`src/rtl/cosim_commit_queue.sv`:
```
// Commit-stage capture and in-order FIFO feeding the per-hart Spike co-simulation scoreboard.
// Commits are discarded until START_PC is seen, then buffered and presented over valid/ready.
module cosim_commit_queue #(
    parameter int unsigned DEPTH      = 8,
    parameter int unsigned PC_VA_BITS = 40,
    parameter logic [63:0] START_PC   = 64'h0000_0000_8000_0000
) (
    input  logic                     clk,
    input  logic                     rst,
    input  logic                     in_commit,
    input  logic                     in_stall_exe,
    input  logic [63:0]              in_pc,
    input  logic [31:0]              in_instr,
    input  logic [4:0]               in_xreg_dest,
    input  logic                     in_wr_en,
    input  logic [63:0]              in_data,
    input  logic                     in_excep,
    input  logic [63:0]              in_cause,
    output logic                     out_valid,
    input  logic                     out_ready,
    output logic [63:0]              out_pc,
    output logic [31:0]              out_instr,
    output logic [4:0]               out_xreg_dest,
    output logic                     out_xreg_wr_valid,
    output logic [63:0]              out_data,
    output logic                     out_excep,
    output logic [63:0]              out_cause,
    output logic                     armed,
    output logic                     overflow,
    output logic [$clog2(DEPTH):0]   count
);
    localparam int unsigned AW = $clog2(DEPTH);
    localparam logic [AW:0] FULL_CNT = (AW+1)'(DEPTH);

    typedef struct packed {
        logic [63:0] pc;
        logic [31:0] instr;
        logic [4:0]  dest;
        logic        wr_valid;
        logic [63:0] data;
        logic        excep;
        logic [63:0] cause;
    } entry_t;

    typedef enum logic {IDLE, ARMED} state_e;

    state_e          state_q, state_d;
    logic [AW-1:0]   wr_ptr_q, wr_ptr_d;
    logic [AW-1:0]   rd_ptr_q, rd_ptr_d;
    logic [AW:0]     count_q, count_d;
    logic            overflow_q, overflow_d;
    entry_t          mem_q [DEPTH];
    entry_t          mem_d [DEPTH];

    entry_t          in_entry;
    entry_t          head;
    logic [63:0]     pc_ext;
    logic            cap, start_hit, push, pop, full, accept;

    always_comb begin
        pc_ext    = {{(64-PC_VA_BITS){in_pc[PC_VA_BITS-1]}}, in_pc[PC_VA_BITS-1:0]};
        cap       = in_commit && !in_stall_exe;
        start_hit = (pc_ext == START_PC);
        push      = cap && ((state_q == ARMED) || start_hit);
        out_valid = (count_q != '0);
        pop       = out_valid && out_ready;
        full      = (count_q == FULL_CNT);
        // A full queue still takes the new entry when the head leaves on the same edge.
        accept    = push && (!full || pop);

        in_entry          = '0;
        in_entry.pc       = pc_ext;
        in_entry.instr    = in_instr;
        in_entry.dest     = in_xreg_dest;
        in_entry.wr_valid = in_wr_en && (in_xreg_dest != 5'd0);
        in_entry.data     = in_data;
        in_entry.excep    = in_excep;
        in_entry.cause    = in_cause;
    end

    always_comb begin
        state_d = state_q;
        if (state_q == IDLE && cap && start_hit) begin
            state_d = ARMED;
        end
    end

    always_comb begin
        mem_d      = mem_q;
        wr_ptr_d   = wr_ptr_q;
        rd_ptr_d   = rd_ptr_q;
        count_d    = count_q + (AW+1)'(accept) - (AW+1)'(pop);
        overflow_d = overflow_q || (push && full && !pop);
        if (accept) begin
            mem_d[wr_ptr_q] = in_entry;
            wr_ptr_d        = wr_ptr_q + 1'b1;
        end
        if (pop) begin
            rd_ptr_d = rd_ptr_q + 1'b1;
        end
    end

    always_ff @(posedge clk or posedge rst) begin
        if (rst) begin
            state_q    <= IDLE;
            wr_ptr_q   <= '0;
            rd_ptr_q   <= '0;
            count_q    <= '0;
            overflow_q <= 1'b0;
        end else begin
            state_q    <= state_d;
            wr_ptr_q   <= wr_ptr_d;
            rd_ptr_q   <= rd_ptr_d;
            count_q    <= count_d;
            overflow_q <= overflow_d;
        end
    end

    always_ff @(posedge clk) begin
        mem_q <= mem_d;
    end

    // Data fields are forced to zero whenever the queue is empty so reset reads clean.
    always_comb begin
        head              = out_valid ? mem_q[rd_ptr_q] : '0;
        out_pc            = head.pc;
        out_instr         = head.instr;
        out_xreg_dest     = head.dest;
        out_xreg_wr_valid = head.wr_valid;
        out_data          = head.data;
        out_excep         = head.excep;
        out_cause         = head.cause;
        armed             = (state_q == ARMED);
        overflow          = overflow_q;
        count             = count_q;
    end
endmodule

```
`config.mk`:
```
export PLATFORM = sky130hd
export DESIGN_NAME = cosim_commit_queue
export DESIGN_NICKNAME = d
export VERILOG_FILES = /design/src/rtl/cosim_commit_queue.sv
export SDC_FILE = /design/constraint.sdc
export NUM_CORES = 1
export LEC_CHECK = 0
export BUFFER_PORTS_ARGS = -buffer_cell sky130_fd_sc_hd__buf_2
export CAP_MARGIN = 5
export CORE_UTILIZATION = 35
export DETAILED_ROUTE_END_ITERATION = 16
export GPL_TIMING_DRIVEN = 0
export PLACE_DENSITY = 0.51
export REMOVE_ABC_BUFFERS = 1
export SYNTH_ARGS = -nofsm -noshare
export SYNTH_HDL_FRONTEND = slang
export SYNTH_SLANG_ARGS = --single-unit
```
`constraint.sdc`:
```
create_clock -name clk -period 41.7 [get_ports clk]
set_input_delay 6.255 -clock clk [delete_from_list [all_inputs] [get_ports clk]]
set_output_delay 6.255 -clock clk [all_outputs]
set_load 0.1 [all_outputs]
```
Word level (Yosys, flattened, before mapping):

Cells that the tools add are included.

* bits of input ports: 236
* register bits after elaboration: 1860
* word-level logic and storage cells: 98

* $add $sub $neg: 4
* reduce and logical (&&, ||, !) cells: 18
* eq/ne operators: 2
* magnitude comparators: 3
* muxes and demuxes: 7
* bitwise operators: 3

Operators by type and width (number)
* $bwmux W1848: 1
* $mux W231: 4
* $bmux W231 S3: 1
* $demux W231 S3: 1
* $eq A64 B32 Y1 const B: 1
* $logic_and A1 B1 Y1: 10
* $ge A4 B4 Y1 const B: 2
* $not A3 Y4: 2
* $add A3 B1 Y3 const B: 2
* $reduce_bool A5 Y1: 1
* $add A4 B1 Y4: 1
* $eq A4 B4 Y1 const B: 1
* $lt A4 B1 Y1 const B: 1
* $reduce_bool A4 Y1: 1
* $sub A4 B1 Y4: 1
* $logic_not A1 Y1: 3
* $logic_or A1 B1 Y1: 3
* $not A1 Y1: 1

Logic depth before layout (Yosys ltp):

Gate-level depths: netlist (run 1).

* depth in word-level cells: 6
* gate-level depth with buffers: 13

Worst setup path after synthesis (run 1):

Ideal clock, no wire load.

* kind: input -> register
* start: input in_pc[36]
* end: register mem_q[1155] (netlist bit) (enable)
* path slack: 10.847 ns
* data arrival time: 29.453 ns
* stages on the path: 5
* cell sequence: nor4_2 -> nand4_1 -> or4_4 -> buf_6 -> a2111oi_1

* cells in the longest elaborated chain, start to end: 4

Ends and longest elaborated chain
* start, declared: line 12 `input logic [63:0] in_pc,`
* $eq A64 B32 Y1: line 63 `start_hit = (pc_ext == START_PC);`
* $logic_or A1 B1 Y1: line 64 `push = cap && ((state_q == ARMED) || start_hit);`
* $logic_and A1 B1 Y1: line 64
* $logic_and A1 B1 Y1: line 69 `accept = push && (!full || pop);`
* end signal, assigned: line 120 `mem_q <= mem_d;`
* end, declared: line 52 `entry_t mem_q [DEPTH];`

Every way passes these cells.
A chain may end at the register's enable or synchronous reset.

Worst setup path after layout (run 1):

* start: register rd_ptr_q[0]
* end: output out_data[23]

* cells in the longest elaborated chain, start to end: 5

Ends and longest elaborated chain
* start, declared: line 49 `logic [AW-1:0] rd_ptr_q, rd_ptr_d;`
* start signal, assigned: line 113 `rd_ptr_q <= rd_ptr_d;`
* $not A3 Y4 (implied by the code): line 125 `head = out_valid ? mem_q[rd_ptr_q] : '0;`
* $bmux W231 S3: line 125
* $mux W231 (implied by the code) (2 in a row): line 125
* $mux W231: line 125
* end, declared: line 25 `output logic [63:0] out_data,`

Every way passes these cells. The select of a mux whose other input is x is not followed.

==> results.json, run 1 <==
{
  "status": "finished clean",
  "die_w_um": 429,
  "drt-initial-drc-count": 1911,
  "antenna_found_initial": 38,
  "arrival_ps": 4380,
  "vias": 30300,
  "clkLatencyLatePin_ps": 810,
  "drive_above_1_share_pct": 39.8,
  "ios": 474,
  "wirelength_um": 149000,
  "fin_crit_sh_pct": 25.5,
  "overflow": 0,
  "cts_buffer_depth": 3,
  "synth.area.top_cells": "edfxtp_1, mux4_2, mux2i_1, nor2_1, dfrtp_1",
  "drv_cap": 0,
  "crit_chain": "buf_12 > buf_16 > buf_16 > buf_16 > buf_16 > mux4_2 > mux2i_1 > nor2_1 > buf_2",
  "ys_seq_area_share_pct": 78.6,
  "ys_types": 48,
  "cts_tree": "built",
  "skew_ps": 26.9,
  "syn_inst": 2757,
  "grt_setup_unrepaired": "no",
  "final_cell_mix": "edfxtp_1, buf_2, mux4_2, nor2_1, mux2i_1",
  "io_buffers": 449,
  "crit_top_cell": "buf_16",
  "nets": 3834,
  "ys_seq_elements": 1668,
  "cp-start-kind": "register",
  "cts_sinks": 1668,
  "chipHeight_um": 429,
  "drv_slew": 0,
  "cts_resized": 0,
  "grt_first_pass_wirelength_um": 221000,
  "die-area_um2": 184000,
  "worstSetupPathType": "reg -> out",
  "timing.fmax_ghz": 0.0941,
  "post_drt_wl_per_cell_um": 24.4,
  "async_flop_share_pct": 0.719,
  "ys.warnings.count": 0,
  "yosys.area.top_type": "edfxtp_1",
  "cts_hold_buf": 0,
  "gp_congestion": 0.686,
  "synth_flop_cell": "edfxtp_1",
  "routed_via_density": 4.95,
  "row_count": 156,
  "cpMaxStageDelayCell": "dfrtp_4",
  "fin_crit_ps": 10630,
  "syn_to_final_growth_pct": 21.5,
  "critPathMaxStageDelay_ps": 780,
  "synth-edff-count": 1656,
  "crit_path_max_fanout": 38,
  "postSynthAreaPerCell_um2": 23.1,
  "setup_viol": 0,
  "tns_ps": 0,
  "path_clk_slew_ps": 60,
  "netlist_area_um2": 63700,
  "final_common_cell": "edfxtp_1",
  "postCtsSetupBuffers": 0,
  "hold_viol_final": 0,
  "grt_use_total_pct": 16.4,
  "start_util_pct": 35.2,
  "cts-root-buf": "clkbuf_16",
  "endpoint_kind": "output port",
  "cts_max_level": 4,
  "core_area_um2": 181000,
  "worstMarginPinSlew_ps": 1140,
  "remaining_drc_errors": 0,
  "cp.required_ps": 35440,
  "synth_top_area_share_pct": 78.1,
  "relSlewSlack_pct": 23.8,
  "grt_pass1_vias": 31900,
  "hold_path.class": "reg -> reg",
  "drtPass1Iterations": 5,
  "grt_start_max_net_pins": 56,
  "dp_hpwl_um": 102000,
  "antenna_left": 0,
  "cts_buffers": 178
}
==> per-layer routing <==
layer  wire (µm)  vias to the layer above  share of wire, %  GRT usage [%]
met5         108                        -             0.072              0
met4        3400                       18               2.3           4.64
met3        5970                      264               4.0           3.01
met2       74700                      655                50           27.4
li1            -                    13300                 -              -
met1       65100                    16100                44           21.8
==> critical path: cells and delay by family (launching register included) <==
kind / cells / cell delay [ps]
AND/OR/NAND/NOR: 1 / 80
buffers and inverters: 6 / 1820
multiplexers: 2 / 720
flip-flops: 1 / 780
==> synth_stat cells, types with 2 or more instances <==
master,instances
edfxtp_1,1656
mux4_2,414
nor2_1,208
mux2i_1,207
clkbuf_1,53
buf_1,47
buf_2,38
buf_4,25
nor4_1,14
dfrtp_1,12
inv_1,10
ha_1,8
nand3_1,7
a2111oi_1,6
nand2_1,5
nand4_1,4
a21o_1,3
a211oi_1,2
a31oi_1,2
and2_1,2
and3_1,2
and4_1,2
mux2_1,2
nand2b_1,2
xnor2_1,2
xor2_1,2
==> cell families after synthesis <==
family	synth area share, %
AO/OA/AOI/OAI	0.328
XOR/XNOR	0.0550
adder cells (fa/ha/maj)	0.189
buffers and inverters	1.27
flip-flops	78.6
multiplexers	17.9
AND/OR/NAND/NOR	1.66
==> per-stage QoR <==
step	setup WS, ps	util (%)	area (µm²)	std cells	hold WS, ps
floorplan	-11890	-	62900	2593	629
global placement	-21000	37.7	68100	5412	439
detailed placement	30130	39.7	71800	5779	442
CTS	30830	42.8	77400	6105	455
global route	30660	42.8	77400	6109	477
finish	31070	42.8	77400	6111	457
==> final timing paths <==
kind | start | to | slack, ps | cells past startpoint
setup / recovery | rd_ptr_q[0] | out_data[23] | 31070 | 9
hold / removal | overflow | overflow | 460 | 1
setup reg to reg | count[2] | mem_q[397] | 36740 | 15
hold reg to reg | overflow | overflow | 460 | 1
max in group asynchronous | rst | rd_ptr_q[1] | 35790 | 2
min in group asynchronous | rst | count[3] | 5490 | 2
==> flip-flops by register name (all words and copies together), names as in the netlist <==
register	count
mem_q	1656
count	4
wr_ptr_q	3
rd_ptr_q	3
armed	1
overflow	1
==> final cells by class <==
cell class	count	area, µm²
clock buffer	217	4640
antenna	6	15.0
sequential	1668	50000
fill	15600	103000
multi-input combinational	913	12900
timing repair buffer	816	5880
tap	2370	2970
clock inverter	109	896
inverter	12	45.0
Power of run 1 is not shown: default switching activity piles up to over one toggle a cycle in this logic, so the estimate is an artifact.
==> run 2, diff against run 1 <==
- ABC_AREA: unset -> 1
- clock period: 41.7 -> 10.6 ns (I/O delays scaled with it)
==> results.json, run 2 <==
{
  "status": "finished clean",
  "routed_via_density": 4.96,
  "drv_cap": 0,
  "fin_crit_ps": 6170,
  "netlist_area_um2": 65400,
  "postCtsSetupBuffers": 0,
  "cts_resized": 0,
  "crit_path_max_fanout": 123,
  "final_cell_mix": "edfxtp_1, nor2_1, o21ai_0, buf_2, o21ai_1",
  "cts_max_level": 4,
  "fin_crit_sh_pct": 58.2,
  "core_area_um2": 185000,
  "dpl.cell_count": 7763,
  "row_count": 158,
  "die-area_um2": 188000,
  "cts_buffer_depth": 3,
  "largest_reg_flops": 1656,
  "gp_congestion": 0.697,
  "path_clk_slew_ps": 60,
  "cts_buffers": 179,
  "drt-initial-drc-count": 2423,
  "syn_to_final_growth_pct": 18.8,
  "met2_usage_pct": 30.0,
  "skew_ps": 32.8,
  "ys_seq_area_share_pct": 76.6,
  "remaining_drc_errors": 0,
  "grt_start_max_net_pins": 162,
  "cts-root-buf": "clkbuf_16",
  "worstSetupPathType": "reg -> out",
  "clkLatencyLatePin_ps": 830,
  "arrival_ps": 4580,
  "ys_types": 24,
  "cp-start-kind": "register",
  "vias": 40100,
  "grt_use_total_pct": 17.9,
  "wirelength_um": 172000,
  "hold_viol_final": 0,
  "overflow": 0,
  "die_w_um": 434,
  "grt_pass1_vias": 38700,
  "start_util_pct": 35.2,
  "relSlewSlack_pct": 37.2,
  "final_common_cell": "edfxtp_1",
  "met3_usage_pct": 3.32,
  "grt_setup_unrepaired": "no",
  "async_flop_share_pct": 0.719,
  "antenna_left": 0,
  "synth_top_area_share_pct": 76.1,
  "r2r_slack_ps": 6990,
  "ys_seq_elements": 1668,
  "ios": 474,
  "drv_slew": 0,
  "nets": 5709,
  "timing.fmax_ghz": 0.162,
  "worstMarginPinSlew_ps": 942,
  "setup_viol": 0,
  "grt_busiest_layer": "met2",
  "ys.warnings.count": 0,
  "antenna_found_initial": 42,
  "yosys.area.top_type": "edfxtp_1",
  "postSynthAreaPerCell_um2": 12.9,
  "layout.cells.non_filler": 8096,
  "final_util_pct": 41.9,
  "dp_hpwl_um": 95900,
  "chipHeight_um": 434,
  "synth_flop_cell": "edfxtp_1",
  "n_fill_cell": 17300,
  "yosys.cell_count.top_type": "edfxtp_1",
  "cts_hold_buf": 0,
  "post_drt_wl_per_cell_um": 21.2,
  "grt_first_pass_wirelength_um": 252000,
  "endpoint_kind": "output port",
  "io_buffers": 449,
  "drtPass1Iterations": 7,
  "hold_path.class": "reg -> reg",
  "cts_sinks": 1668,
  "largest_register": "mem_q",
  "synth_common_cells": "edfxtp_1, nor2_1, o21ai_0, o21ai_1, a31oi_1",
  "synth.area.top_cells": "edfxtp_1, nor2_1, o21ai_0, o21ai_1, a31oi_1",
  "cp.required_ps": 9010,
  "drive_above_1_share_pct": 14.8,
  "grt_util_met1_pct": 23.4,
  "syn_inst": 5074,
  "cts_tree": "built",
  "synth-edff-count": 1656
}
run 2: cell types whose count changed after synthesis, moves of 14 or more:
cell,previous run,this run
clkbuf_1,53,190
nor4_1,14,0
mux2i_1,207,0
a31oi_1,2,207
o21ai_1,1,315
nor2_1,208,1479
inv_1,10,40
nand2_1,5,37
mux4_2,414,0
o21ai_0,0,929
buf_4,25,58
buf_2,38,76
run 2: area by class of cell:
class                   instances  area, µm²  area share [%]
clock buffers                 232       4760            6.13
clock inverters                89        898            1.16
inverters                      44        193           0.248
repair buffers                575       5120            6.60
multi-input cells            2996      13500            17.4
diodes                         12       30.0          0.0387
flip-flops and latches       1668      50000            64.4
well taps                    2480       3100            4.00
run 2: final timing paths:
check                           cells after the start        start           to
worst min-delay path                                2     overflow     overflow
min in group asynchronous                           2          rst        armed
worst max-delay path                                9  rd_ptr_q[0]   out_pc[41]
max in group asynchronous                           2          rst  rd_ptr_q[0]
worst max register to register                     13     count[2]   mem_q[765]
worst min register to register                      2     overflow     overflow
run 2: metrics by stage:
| stage | TNS (ps) | setup WS (ps) | cell area (µm²) | hold WS, ps |
|---|---|---|---|---|
| final | 0 | 4430 | 77700 | 459 |
| after floorplan | -8365150 | -46840 | 63600 | 549 |
| after global placement | - | -95760 | 69000 | 448 |
| after global routing | 0 | 3900 | 77700 | 491 |
| after CTS | 0 | 4170 | 77600 | 468 |
| after detailed placement | 0 | 5100 | 72000 | 456 |
run 2: routing by layer:
metal	share of wire (%)	vias to the layer above	wire length, µm
met5	0.066	-	113
met4	2.6	18	4420
met3	4.6	305	7820
met2	49	843	85000
met1	43	19800	74400
li1	-	19200	-
run 2: critical path: stages (launching register included):
cell,delay (ps)
dfrtp_4,760
inv_8,490
buf_16,390
buf_16,400
o21ai_0,170
o21ai_0,100
o21ai_1,80
a31oi_1,500
buf_4,300
buf_2,450
run 2: cell families (layout without fill, tap and decap cells):
group / after synthesis / count (layout) / share of synthesized area (%)
flops: 1668 / 1668 / 76.6
simple gates: 1530 / 1530 / 8.82
compound gates: 1452 / 1452 / 11.5
buf+inv: 410 / 940 / 2.86
fa+ha+maj: 9 / 9 / 0.184
xor+xnor: 5 / 5 / 0.0670
other cells: 0 / 12 / 0
Power of run 2 is left out for the same reason.
